$ cat src/rtl/neo_f0_pkg.sv
// Shared definitions for the NEO-F0 slot select / LED latch block.
package neo_f0_pkg;

  // Register select encodings driven by NEO-C1
  localparam logic [1:0] REG_SLOT       = 2'b00;
  localparam logic [1:0] REG_LEDLATCHES = 2'b01;
  localparam logic [1:0] REG_LEDDATA    = 2'b10;

  // LED shifter FSM states
  localparam logic [2:0] ST_IDLE     = 3'd0;
  localparam logic [2:0] ST_LOAD     = 3'd1;
  localparam logic [2:0] ST_SHIFT_LO = 3'd2;
  localparam logic [2:0] ST_SHIFT_HI = 3'd3;
  localparam logic [2:0] ST_LATCH    = 3'd4;
  localparam logic [2:0] ST_GAP      = 3'd5;

  // Active-low one-hot decode of a slot index; out-of-range ids select nothing
  function automatic logic [7:0] slot_onehot_n(input int unsigned id, input int unsigned count);
    logic [7:0] r;
    r = '1;
    if (id < count && id < 8) r[id[2:0]] = 1'b0;
    return r;
  endfunction

endpackage

$ cat src/rtl/neo_led_shifter.sv
// Serial LED latch shifter: queues latch requests, shifts the data register
// out MSB first on led_clk, then pulses the selected device's latch line.
module neo_led_shifter
  import neo_f0_pkg::*;
#(
  parameter int LED_LATCHES = 2,
  parameter int LED_BITS    = 8,
  parameter int SHIFT_DIV   = 12
) (
  input  logic                   clk,
  input  logic                   rst_n,
  input  logic                   data_wr,
  input  logic [LED_BITS-1:0]    data_in,
  input  logic                   mask_wr,
  input  logic [LED_LATCHES-1:0] mask_in,
  output logic                   led_clk,
  output logic                   led_data,
  output logic [LED_LATCHES-1:0] led_latch,
  output logic                   busy
);

  localparam int DIV_W = $clog2(SHIFT_DIV + 1);
  localparam int CNT_W = (LED_BITS > 1) ? $clog2(LED_BITS) : 1;
  localparam int SEL_W = (LED_LATCHES > 1) ? $clog2(LED_LATCHES) : 1;
  localparam logic [DIV_W-1:0] DIV_LOAD = DIV_W'(SHIFT_DIV - 1);
  localparam logic [CNT_W-1:0] BIT_LOAD = CNT_W'(LED_BITS - 1);

  logic [2:0]             state;
  logic [DIV_W-1:0]       div;
  logic [CNT_W-1:0]       bitcnt;
  logic [LED_BITS-1:0]    data_reg;
  logic [LED_BITS-1:0]    shreg;
  logic [LED_BITS-1:0]    shifted;
  logic [LED_LATCHES-1:0] pending;
  logic [LED_LATCHES-1:0] clr_mask;
  logic [SEL_W-1:0]       low_idx;
  logic [SEL_W-1:0]       sel;

  assign shifted  = shreg << 1;
  assign clr_mask = (state == ST_LOAD) ? (LED_LATCHES'(1) << low_idx) : '0;

  // Lowest pending device wins (priority toward latch 0)
  always_comb begin
    low_idx = '0;
    for (int i = LED_LATCHES - 1; i >= 0; i--)
      if (pending[i]) low_idx = SEL_W'(i);
  end

  // Data register: host may rewrite freely; LOAD takes a snapshot
  always_ff @(posedge clk or negedge rst_n)
    if (!rst_n)       data_reg <= '0;
    else if (data_wr) data_reg <= data_in;

  // Pending mask: LOAD clears its bit first, so a same-cycle write can re-arm it
  always_ff @(posedge clk or negedge rst_n)
    if (!rst_n) pending <= '0;
    else        pending <= (pending & ~clr_mask) | (mask_wr ? mask_in : '0);

  // Transfer sequencer: divider, bit counter, shift register and device select
  always_ff @(posedge clk or negedge rst_n)
    if (!rst_n) begin
      state    <= ST_IDLE;
      div      <= '0;
      bitcnt   <= '0;
      shreg    <= '0;
      led_data <= 1'b0;
      sel      <= '0;
    end else begin
      case (state)
        ST_IDLE:
          if (|pending) state <= ST_LOAD;
        ST_LOAD: begin
          shreg    <= data_reg;
          bitcnt   <= BIT_LOAD;
          led_data <= data_reg[LED_BITS-1];
          sel      <= low_idx;
          div      <= DIV_LOAD;
          state    <= ST_SHIFT_LO;
        end
        ST_SHIFT_LO:
          if (div == '0) begin
            div   <= DIV_LOAD;
            state <= ST_SHIFT_HI;
          end else div <= div - 1'b1;
        ST_SHIFT_HI:
          if (div == '0) begin
            div <= DIV_LOAD;
            if (bitcnt == '0) begin
              led_data <= 1'b0;
              state    <= ST_LATCH;
            end else begin
              shreg    <= shifted;
              led_data <= shifted[LED_BITS-1];
              bitcnt   <= bitcnt - 1'b1;
              state    <= ST_SHIFT_LO;
            end
          end else div <= div - 1'b1;
        ST_LATCH:
          if (div == '0) begin
            div   <= DIV_LOAD;
            state <= ST_GAP;
          end else div <= div - 1'b1;
        ST_GAP:
          if (div == '0) state <= (|pending) ? ST_LOAD : ST_IDLE;
          else           div   <= div - 1'b1;
        default: state <= ST_IDLE;
      endcase
    end

  assign led_clk   = (state != ST_SHIFT_LO);
  assign led_latch = (state == ST_LATCH) ? (LED_LATCHES'(1) << sel) : '0;
  assign busy      = (state != ST_IDLE) | (|pending);

endmodule

$ cat src/rtl/neo_f0_slotled.sv
// NEO-F0 slot select register and decode, plus the serial LED latch path.
module neo_f0_slotled
  import neo_f0_pkg::*;
#(
  parameter int SLOT_COUNT  = 6,
  parameter int SLOT_BITS   = 3,
  parameter int LED_LATCHES = 2,
  parameter int LED_BITS    = 8,
  parameter int SHIFT_DIV   = 12
) (
  input  logic                   CLK_24M,
  input  logic                   nRESET,
  input  logic                   nREGWR,
  input  logic [1:0]             REG_SEL,
  input  logic [7:0]             WDATA,
  output logic [SLOT_COUNT-1:0]  nSLOT,
  output logic [SLOT_BITS-1:0]   SLOT_ID,
  output logic                   LED_CLK,
  output logic                   LED_DATA,
  output logic [LED_LATCHES-1:0] LED_LATCH,
  output logic                   BUSY
);

  logic                 slot_wr;
  logic                 led_data_wr;
  logic                 led_mask_wr;
  logic [SLOT_BITS-1:0] wr_slot;

  assign slot_wr     = !nREGWR && (REG_SEL == REG_SLOT);
  assign led_mask_wr = !nREGWR && (REG_SEL == REG_LEDLATCHES);
  assign led_data_wr = !nREGWR && (REG_SEL == REG_LEDDATA);
  assign wr_slot     = WDATA[SLOT_BITS-1:0];

  // Slot register: out-of-range writes fall back to slot 0
  always_ff @(posedge CLK_24M or negedge nRESET)
    if (!nRESET)      SLOT_ID <= '0;
    else if (slot_wr) SLOT_ID <= (32'(wr_slot) < SLOT_COUNT) ? wr_slot : '0;

  assign nSLOT = SLOT_COUNT'(slot_onehot_n(32'(SLOT_ID), SLOT_COUNT));

  neo_led_shifter #(
    .LED_LATCHES (LED_LATCHES),
    .LED_BITS    (LED_BITS),
    .SHIFT_DIV   (SHIFT_DIV)
  ) u_shifter (
    .clk       (CLK_24M),
    .rst_n     (nRESET),
    .data_wr   (led_data_wr),
    .data_in   (WDATA[LED_BITS-1:0]),
    .mask_wr   (led_mask_wr),
    .mask_in   (WDATA[LED_LATCHES-1:0]),
    .led_clk   (LED_CLK),
    .led_data  (LED_DATA),
    .led_latch (LED_LATCH),
    .busy      (BUSY)
  );

endmodule
$ cat config.mk
export PLATFORM = sky130hd
export DESIGN_NAME = neo_f0_slotled
export DESIGN_NICKNAME = d
export VERILOG_FILES = /design/src/rtl/neo_f0_pkg.sv /design/src/rtl/neo_led_shifter.sv /design/src/rtl/neo_f0_slotled.sv
export SDC_FILE = /design/constraint.sdc
export NUM_CORES = 1
export LEC_CHECK = 0
export CAP_MARGIN = 15
export CORE_UTILIZATION = 47
export CTS_CLUSTER_DIAMETER = 80
export DETAILED_ROUTE_END_ITERATION = 8
export GPL_ROUTABILITY_DRIVEN = 0
export PLACE_DENSITY = 0.83
export SYNTH_ARGS = -nofsm -noshare
export SYNTH_HDL_FRONTEND = slang
export SYNTH_HIERARCHICAL = 1
export SYNTH_SLANG_ARGS = --single-unit
$ cat constraint.sdc
create_clock -name CLK_24M -period 1.8 [get_ports CLK_24M]
set_input_delay 0.45 -clock CLK_24M [delete_from_list [all_inputs] [get_ports CLK_24M]]
set_output_delay 0.45 -clock CLK_24M [all_outputs]
set_load 0.05 [all_outputs]
==> flow_summary.yaml, run 1 <==
run_status:
  status: "finished, violations left"
  violations: "negative setup slack"
floorplanning:
  core-area_um2: 3416
  fp-row-count: 21
  die_h_um: 62.42
  die-area_um2: 3896
  initial_core_util: 0.5022
  boundaryPins: 27
  die_x_um: 62.42
synthesis:
  yosysWarningCount: 6
  synth_cells: 166
  netlist_area_um2: 1715
  ys.flop_type: "dfrtp_1"
  synth_seq_area_share: 0.4668
  async_flop_share: 1.000
  synth_nets: 183
  synth-seq-cells: 32
  synth.avg_cell_area_um2: 10.33
  synthDistinctLibCells: 43
  synth_edf_count: 0
worst_setup_path:
  r2r_end: "u_shifter/shreg[6]$_DFFE_PN0P_"
  critPathLaunchType: "flop"
  r2r-start: "u_shifter/state[2]$_DFFE_PN0P_"
  endpoint: "nSLOT[0]"
  critPathMaxFanout: 5
  r2r_cells: 5
  worstPathArrival_ps: 1350
  critPathKind: "flop to output port"
  r2r_slack_ps: 30
  cp.required_ps: 1350
  crit_start: "SLOT_ID[0]$_DFFE_PN0P_"
  worstSetupEndpointType: "output port"
placed_design:
  dp.cells: 244
  port_buffers: 26
  post-dp-hpwl_mm: 2.907
clocking:
  clock_path_buffers: 2
  h-tree-depth: 2
  cts_hold_buf: 0
  insertion_delay_ps: 340
  cts_root_buf: "clkbuf_4"
  cts.sinks: 32
  cts_tree: "yes"
  cts_made_buffers: 5
  clk_pin_slew_ps: 100
timing:
  slew_headroom: 0.7120
  fin_ws_ps: -4.030
  report.final.slew_viol_count: 0
  clock_skew_ps: 6.993
  hold-worst-slack_ps: 492.6
  finalCriticalPeriod_ps: 1804
  hold_viol: 0
  max_freq_ghz: 0.5543
  worstMarginPinSlew_ps: 431.1
  timing.final.crit_share: 1.002
  rsz0062_at_grt: "true"
  setup_viol: 2
final_layout:
  instances_no_fill: 264
  num-fill-cells: 229
  largest_reg_flops: 8
  syn_to_final_growth_pct: 42.23
  drive_gt1_frac: 0.3807
  antenna_cells: 0
  num-nets-final: 234
min_path:
  hp-class: "input pin to asynchronous set/reset pin"
detailed_routing:
  finalWirelength_mm: 4.458
  num_vias: 1521
  drcViolationCount: 0
  drtIter0Drc: 95
  ant_nets: 0
  post_drt_wl_per_cell_um: 16.89
  vias_per_cell: 5.761
  firstDrtPassIters: 4
power_and_ir_drop:
  switching_share: 0.3018
  seqPwrFrac: 0.486
  irDropWorstVdd_mv: 0.5069
  switchingPower_uw: 513.3
  p_int_mw: 1.187
  power.density_nw_per_um2: 697.0
  clkPwrFrac: 0.255
  combPwrFrac: 0.259
  leakagePower_nw: 1.077
global_routing:
  grt_pass1_wl_mm: 7.038
  grt_max_degree: 33
  antenna_found_initial: 0
  grt_pass1_vias: 1504
  overflow: 0
  grtUsageTotal: 0.2372
run:
  max_cap_viol_count: 0
synth_stat cells, drive strengths merged, types with 2 or more instances:
| cell | instances | area share |
|---|---|---|
| mux2 | 11 | 0.072 |
| nand3b | 2 | 0.0088 |
| nand2b | 5 | 0.018 |
| nor3b | 3 | 0.013 |
| buf | 5 | 0.018 |
| a21oi | 7 | 0.020 |
| a22oi | 3 | 0.013 |
| nand2 | 14 | 0.031 |
| nor2b | 6 | 0.022 |
| or3b | 3 | 0.015 |
| o2bb2ai | 6 | 0.031 |
| clkbuf | 3 | 0.0066 |
| nor3 | 6 | 0.031 |
| and3 | 8 | 0.029 |
| nor2 | 10 | 0.022 |
| o21ai | 7 | 0.020 |
| dfrtp | 32 | 0.47 |
| or3 | 2 | 0.0073 |
| inv | 6 | 0.013 |
| o211ai | 2 | 0.0088 |
| ha | 4 | 0.029 |
| a22o | 2 | 0.010 |
| a32o | 2 | 0.012 |
logic make-up after synthesis:
family                     share of synthesized area
adders and majority gates                    0.03501
muxes                                        0.07805
AOI/OAI and AO/OA                             0.1721
and+or+nand+nor                               0.2057
buffers and inverters                        0.03719
xor gates and xnor gates                    0.005107
DFF                                           0.4668
stage by stage:
step	power [mW]	setup TNS (ps)	instance area [µm²]	setup slack, ps	utilization
after global placement	1.200	-469.8	2197	-59.35	0.6432
after CTS	1.689	-64.38	2351	-18.98	0.6883
after detailed placement	1.217	-621.1	2197	-99.65	0.6432
after global routing	1.772	-250.1	2440	-44.12	0.7143
final	1.701	-4.439	2440	-4.030	0.7143
after floorplan	1.022	0	1725	6.242	-
worst max-delay path, cell delays in order (launching register included):
cell	delay, ps
dfrtp_2	440
or3_4	410
buf_8	160
power by group through the flow:
stage | sequential [mW] | clock, mW | combinational (mW)
after floorplan | 0.865 | 0 | 0.157
after global placement | 0.839 | 0 | 0.361
after detailed placement | 0.844 | 0 | 0.372
after CTS | 0.822 | 0.446 | 0.421
after global routing | 0.833 | 0.480 | 0.460
final | 0.827 | 0.433 | 0.441
how the worst min path moves through the flow:
stage | end | startpoint | slack [ps]
after global routing | u_shifter/div[1]$_DFFE_PN0P_ | nRESET | 520
final | u_shifter/div[2]$_DFFE_PN0P_ | nRESET | 490
after global placement | u_shifter/shreg[5]$_DFFE_PN0P_ | u_shifter/shreg[5]$_DFFE_PN0P_ | 460
after CTS | u_shifter/div[2]$_DFFE_PN0P_ | nRESET | 500
after detailed placement | u_shifter/shreg[2]$_DFFE_PN0P_ | u_shifter/shreg[2]$_DFFE_PN0P_ | 470
after floorplan | SLOT_ID[0]$_DFFE_PN0P_ | nRESET | 150
layer usage:
| layer | wire (µm) | GRT usage | up-vias |
|---|---|---|---|
| met5 | 0 | 0 | - |
| met1 | 1712 | 0.2816 | 753 |
| met4 | 157 | 0.1395 | 0 |
| met3 | 193 | 0.04562 | 15 |
| li1 | - | - | 705 |
| met2 | 2394 | 0.3981 | 48 |
layout by cell type (no fill, tap or decap), drive strengths merged, types with 2 or more instances in the layout:
master,n
nand3b,2
o2bb2ai,6
mux2,11
nor2,10
ha,4
buf,40
o21ai,7
and3,8
dfrtp,32
or3,2
a32o,2
inv,6
a22oi,3
a21oi,7
nand2,14
clkbuf,8
nor3,6
a22o,2
nor2b,6
or3b,3
clkdlybuf4s50,12
nor3b,3
o211ai,2
nand2b,5
final cells by class:
type	count	area (µm²)	share of cell area
inverter	6	22.52	0.009231
tap	46	57.56	0.02359
multi-input combinational	120	925.9	0.3795
timing repair buffer	52	568.0	0.2328
clock buffer	8	58.81	0.02410
sequential	32	807.0	0.3308
timing repair:
item,4_1_cts,5_1_grt
setup endpoints to repair,8,19
buffers inserted,7,5
pin swaps,1,5
gates cloned,0,0
gates resized for setup,15,15
No activity file was read; power rests on OpenSTA's default activity.
==> run 2: changes to the inputs <==
--- a/config.mk
+++ b/config.mk
@@ -6,11 +6,11 @@
 export NUM_CORES = 1
 export LEC_CHECK = 0
 export CAP_MARGIN = 15
-export CORE_UTILIZATION = 47
+export CORE_UTILIZATION = 48
 export CTS_CLUSTER_DIAMETER = 80
 export DETAILED_ROUTE_END_ITERATION = 8
 export GPL_ROUTABILITY_DRIVEN = 0
-export PLACE_DENSITY = 0.83
+export PLACE_DENSITY = 0.84
 export SYNTH_ARGS = -nofsm -noshare
 export SYNTH_HDL_FRONTEND = slang
 export SYNTH_HIERARCHICAL = 1
==> run 2 against run 1 <==
The run still ends with negative setup slack left. Cell count fell by 0.38%. Worst setup slack got worse by 27 ps. Via count rose by 0.92%. Core utilization rose by 0.74 points. Sequential share of layout area fell by 0.085 points. Sequential power barely moved. Combinational power rose by 2%. Count of clock-buffer cells in the layout fell by 3. Critical path type unchanged. Largest cell class unchanged. Highest routed layer unchanged.
==> flow_summary.yaml, run 2 (synthesis gave the netlist of run 1 again) <==
final_layout:
  final_common_cell: "dfrtp_1"
  regArea_um2: 807.0
  num-nets-final: 233
  syn_to_final_growth_pct: 42.60
  antenna_cells: 0
  drive_gt1_frac: 0.3733
  mostFrequentLayoutCells: "dfrtp_1 (27), buf_4 (23), clkdlybuf4s50_1 (12)"
  num-fill-cells: 219
  multiInputGateArea_um2: 924.6
  largest_reg_flops: 8
  utilization: 0.7217
detailed_routing:
  finalWirelength_mm: 4.592
  ant_nets: 0
  drt-met1-wl_mm: 1.780
  dr.max_layer_used: "met4"
  num_vias: 1535
  vias_per_cell: 5.837
  drcViolationCount: 0
  drtIter0Drc: 150
  wl_met2_mm: 2.510
  dr_wl_met3_um: 247
  firstDrtPassIters: 4
  post_drt_wl_per_cell_um: 17.46
global_routing:
  overflow: 0
  grt_max_degree: 33
  grtUsageTotal: 0.2544
  antenna_found_initial: 0
  grt_pass1_vias: 1471
  grt_pass1_wl_mm: 6.831
floorplanning:
  die-area_um2: 3817
  die_h_um: 61.78
  die_x_um: 61.78
  initial_core_util: 0.5061
  fp-row-count: 21
  core-area_um2: 3390
  boundaryPins: 27
power_and_ir_drop:
  leakagePower_nw: 1.079
  seqPwrFrac: 0.453
  combPwrFrac: 0.245
  p_int_mw: 1.291
  switching_share: 0.2952
  total_power_mw: 1.832
  clkPwrFrac: 0.302
  switchingPower_uw: 540.7
  power.density_nw_per_um2: 748.9
  irDropWorstVdd_mv: 0.5129
clocking:
  cts_made_buffers: 5
  clk_pin_slew_ps: 110
  clock_path_buffers: 2
  cts.sinks: 32
  insertion_delay_ps: 340
  cts_tree: "yes"
  cts_root_buf: "clkbuf_4"
  h-tree-depth: 2
worst_setup_path:
  cp.required_ps: 1350
  path_cells: "or3b_4 > buf_6"
  critPathMaxFanout: 5
  r2r_slack_ps: 70
  cpPeakStageDelay_ps: 460
  worstPathArrival_ps: 1380
  worstSetupEndpointType: "output port"
  r2r-start: "u_shifter/div[1]$_DFFE_PN0P_"
  r2r_end: "u_shifter/shreg[0]$_DFFE_PN0P_"
  cp_top_family: "flip-flops"
  slowest_stage: "dfrtp_2"
  critPathLaunchType: "flop"
  r2r_cells: 6
  critPathKind: "flop to output port"
  critPathBufInv: 1
timing:
  setup_viol: 4
  report.final.slew_viol_count: 0
  max_freq_ghz: 0.5461
  hold_viol: 0
  hold-worst-slack_ps: 484.3
  finalCriticalPeriod_ps: 1831
  slew_headroom: 0.6980
  fin_ws_ps: -31.08
  worstMarginPinSlew_ps: 441.6
  setup_tns_ps: -77.50
  timing.final.crit_share: 1.017
  clock_skew_ps: 8.199
  rsz0062_at_grt: "true"
placed_design:
  post-dp-hpwl_mm: 2.862
  port_buffers: 26
run_status:
  status: "finished, violations left"
  violations: "negative setup slack"
run:
  max_cap_viol_count: 0
min_path:
  hp-class: "input pin to asynchronous set/reset pin"
## run 2: cell count changes in the layout (fill, tap and decap cells not counted), sizes merged
| cell | change |
|---|---|
| bufinv | +1 |
| clkinv | +1 |
| clkbuf | -3 |
| buf | -1 |
| clkinvlp | +1 |
## run 2: metrics by stage
step	std cells	worst slack (ps)	instance area (µm²)
CTS	259	-16.91	2377
global placement	246	-54.04	2212
floorplan	166	6.242	1725
global route	263	-65.73	2446
detailed placement	246	-81.58	2212
finish	263	-31.08	2446
## run 2: area by class of cell
type                    count  area share
clock buffers               5     0.01535
clock inverters             3     0.01739
inverters                   6    0.009207
multi-input cells         120      0.3780
flip-flops and latches     32      0.3299
well taps                  46     0.02353
repair buffers             51      0.2266
## run 2: power groups by stage
| stage | Sequential, mW | Clock, mW | Combinational [mW] |
|---|---|---|---|
| floorplan | 0.865 | 0 | 0.157 |
| global placement | 0.840 | 0 | 0.360 |
| detailed placement | 0.847 | 0 | 0.370 |
| CTS | 0.828 | 0.555 | 0.417 |
| global route | 0.838 | 0.593 | 0.473 |
| finish | 0.830 | 0.552 | 0.449 |
## run 2: per-layer routing
metal / vias up / GRT usage
met4: 0 / 0.08571
li1: 706 / -
met1: 772 / 0.2919
met3: 8 / 0.07453
met2: 49 / 0.4531
met5: - / 0
## run 2: timing repair
action,4_1_cts,5_1_grt
resized for setup,16,13
gates cloned,1,0
pin swaps,1,7
hold buffers,0,0
buffers inserted,4,4
setup endpoints to repair,9,15
## run 2: worst max path at each step
stage	to	cells after the start	from	slack (ps)
2_1_floorplan	u_shifter/bitcnt[1]$_DFFE_PN0P_	8	u_shifter/div[1]$_DFFE_PN0P_	6
3_3_place_gp	u_shifter/data_reg[4]$_DFFE_PN0P_	4	REG_SEL[1]	-50
3_5_place_dp	u_shifter/data_reg[3]$_DFFE_PN0P_	4	REG_SEL[1]	-80
4_1_cts	nSLOT[4]	2	SLOT_ID[0]$_DFFE_PN0P_	-20
5_1_grt	nSLOT[0]	2	SLOT_ID[2]$_DFFE_PN0P_	-70
6_report	nSLOT[2]	2	SLOT_ID[2]$_DFFE_PN0P_	-30
## run 2: worst register-to-register path, cell delays in order, from the launching register on
cell and delay (ps):
dfrtp_1 400, inv_2 90, ha_4 140, or3b_4 420
nor3_1 240, nor2_2 140, a22o_1 200
==> run 3: changes to the inputs <==
--- a/config.mk
+++ b/config.mk
@@ -11,6 +11,8 @@
 export DETAILED_ROUTE_END_ITERATION = 8
 export GPL_ROUTABILITY_DRIVEN = 0
 export PLACE_DENSITY = 0.84
+export SETUP_SLACK_MARGIN = 0.3
+export SKIP_CTS_REPAIR_TIMING = 1
 export SYNTH_ARGS = -nofsm -noshare
 export SYNTH_HDL_FRONTEND = slang
 export SYNTH_HIERARCHICAL = 1
==> run 3 against run 2 <==
The flow still finishes with violations (negative setup slack). Fmax hardly changed. Critical path depth did not move. Count of clock-buffer cells in the layout grew 1. Cell count up 1.9%. Sequential share of layout area fell by 2.1 points. Worst setup slack is essentially flat. Total power shrank 8.9%. Clock skew about the same. Core utilization up 5.0 points. Combinational power fell by 12%. Critical path type unchanged. Largest cell class unchanged. Highest routed layer unchanged.
==> flow_summary.yaml, run 3 (synthesis gave the netlist of run 1 again) <==
detailed_routing:
  firstDrtPassIters: 4
  num_vias: 1591
  ant_nets: 0
  post_drt_wl_per_cell_um: 18.61
  finalWirelength_mm: 4.987
  drcViolationCount: 0
  drtIter0Drc: 104
  vias_per_cell: 5.937
worst_setup_path:
  worstPathArrival_ps: 1380
  path_cells: "or3b_4 > buf_6"
  critPathLaunchType: "flop"
  worstSetupEndpointType: "output port"
  cpPeakStageDelay_ps: 480
  cp.required_ps: 1350
  critPathKind: "flop to output port"
  slowest_stage: "dfrtp_2"
  critPathMaxFanout: 8
placed_design:
  post-place-ws_ps: -115.5
  port_buffers: 26
  post-dp-hpwl_mm: 3.016
  dp.cells: 245
floorplanning:
  fp-row-count: 21
  core-area_um2: 3390
  die_h_um: 61.78
  die-area_um2: 3817
  boundaryPins: 27
  die_x_um: 61.78
  initial_core_util: 0.5061
final_layout:
  instances_no_fill: 268
  antenna_cells: 0
  num-fill-cells: 199
  final_common_cell: "buf_4"
  drive_gt1_frac: 0.4955
  utilization: 0.7719
  largest_reg_flops: 8
  num-nets-final: 238
  mostFrequentLayoutCells: "buf_4 (28), dfrtp_1 (27), mux2_2 (11), clkdlybuf4s50_1 (11), nand2_1 (10)"
  syn_to_final_growth_pct: 52.52
timing:
  setup_tns_ps: -65.82
  setup_viol: 3
  slew_headroom: 0.7276
  worstMarginPinSlew_ps: 408.6
  timing.final.crit_share: 1.017
  clock_skew_ps: 8.145
  rsz0062_at_grt: "true"
  report.final.slew_viol_count: 0
  max_freq_ghz: 0.5462
  hold_viol: 0
  fin_ws_ps: -30.96
  finalCriticalPeriod_ps: 1831
clocking:
  clock_path_buffers: 2
  clk_pin_slew_ps: 100
  cts_made_buffers: 5
  cts_root_buf: "clkbuf_4"
  h-tree-depth: 2
  cts.sinks: 32
  cts_tree: "yes"
  insertion_delay_ps: 330
power_and_ir_drop:
  switchingPower_uw: 520.0
  p_int_mw: 1.148
  seqPwrFrac: 0.503
  switching_share: 0.3117
  irDropWorstVdd_mv: 0.5770
  clkPwrFrac: 0.261
  leakagePower_nw: 1.154
  power.density_nw_per_um2: 637.6
  total_power_mw: 1.668
  combPwrFrac: 0.236
run_status:
  status: "finished, violations left"
  violations: "negative setup slack"
global_routing:
  overflow: 0
  grt_pass1_vias: 1381
  grt_pass1_wl_mm: 6.003
  antenna_found_initial: 0
  grt_max_degree: 33
  grtUsageTotal: 0.2214
min_path:
  hp-class: "input pin to asynchronous set/reset pin"
run:
  max_cap_viol_count: 0
[run 3: worst paths after layout]
path                                                  end  slack, ps                            from  cells after the start
hold reg to reg            u_shifter/shreg[0]$_DFFE_PN0P_        520  u_shifter/shreg[0]$_DFFE_PN0P_                      1
max in group asynchronous          SLOT_ID[0]$_DFFE_PN0P_        980                          nRESET                      2
hold / removal               u_shifter/div[0]$_DFFE_PN0P_        510                          nRESET                      2
setup reg to reg           u_shifter/shreg[0]$_DFFE_PN0P_         70    u_shifter/div[0]$_DFFE_PN0P_                      6
min in group CLK_24M       u_shifter/shreg[0]$_DFFE_PN0P_        520  u_shifter/shreg[0]$_DFFE_PN0P_                      1
setup / recovery                                 nSLOT[4]        -30          SLOT_ID[0]$_DFFE_PN0P_                      2
[run 3: power by group through the flow]
stage | sequential, mW | clock, mW | combinational [mW]
final | 0.838 | 0.436 | 0.394
after global routing | 0.844 | 0.481 | 0.411
after CTS | 0.833 | 0.448 | 0.354
after detailed placement | 0.848 | 0 | 0.353
after global placement | 0.838 | 0 | 0.342
after floorplan | 0.869 | 0 | 0.168
[run 3: worst max-delay path, delay by kind of cell (launching register included)]
kind,cells,cell delay [ps]
buffers and inverters,1,160
DFF,1,480
and+or+nand+nor,1,400
[run 3: layout make-up]
type	instances	area, µm²	share of cell area
multi-input cells	121	1101	0.4209
inverters	6	22.52	0.008608
flip-flops and latches	32	807.0	0.3085
well taps	46	57.56	0.02200
repair buffers	55	566.8	0.2166
clock buffers	6	51.30	0.01961
clock inverters	2	10.01	0.003826
[run 3: per-layer routing]
metal / global-route usage / routed length (µm) / vias up
li1: - / - / 716
met1: 0.2550 / 1971 / 808
met2: 0.3794 / 2712 / 57
met3: 0.06832 / 207 / 10
met4: 0.09841 / 96 / 0
met5: 0 / 0 / -
[run 3: metrics by stage]
step,hold WS (ps),instance area (µm²)
2_1_floorplan,154.4,1752
3_3_place_gp,464.3,2193
3_5_place_dp,466.2,2193
4_1_cts,493.4,2255
5_1_grt,520.4,2616
6_report,506.4,2616
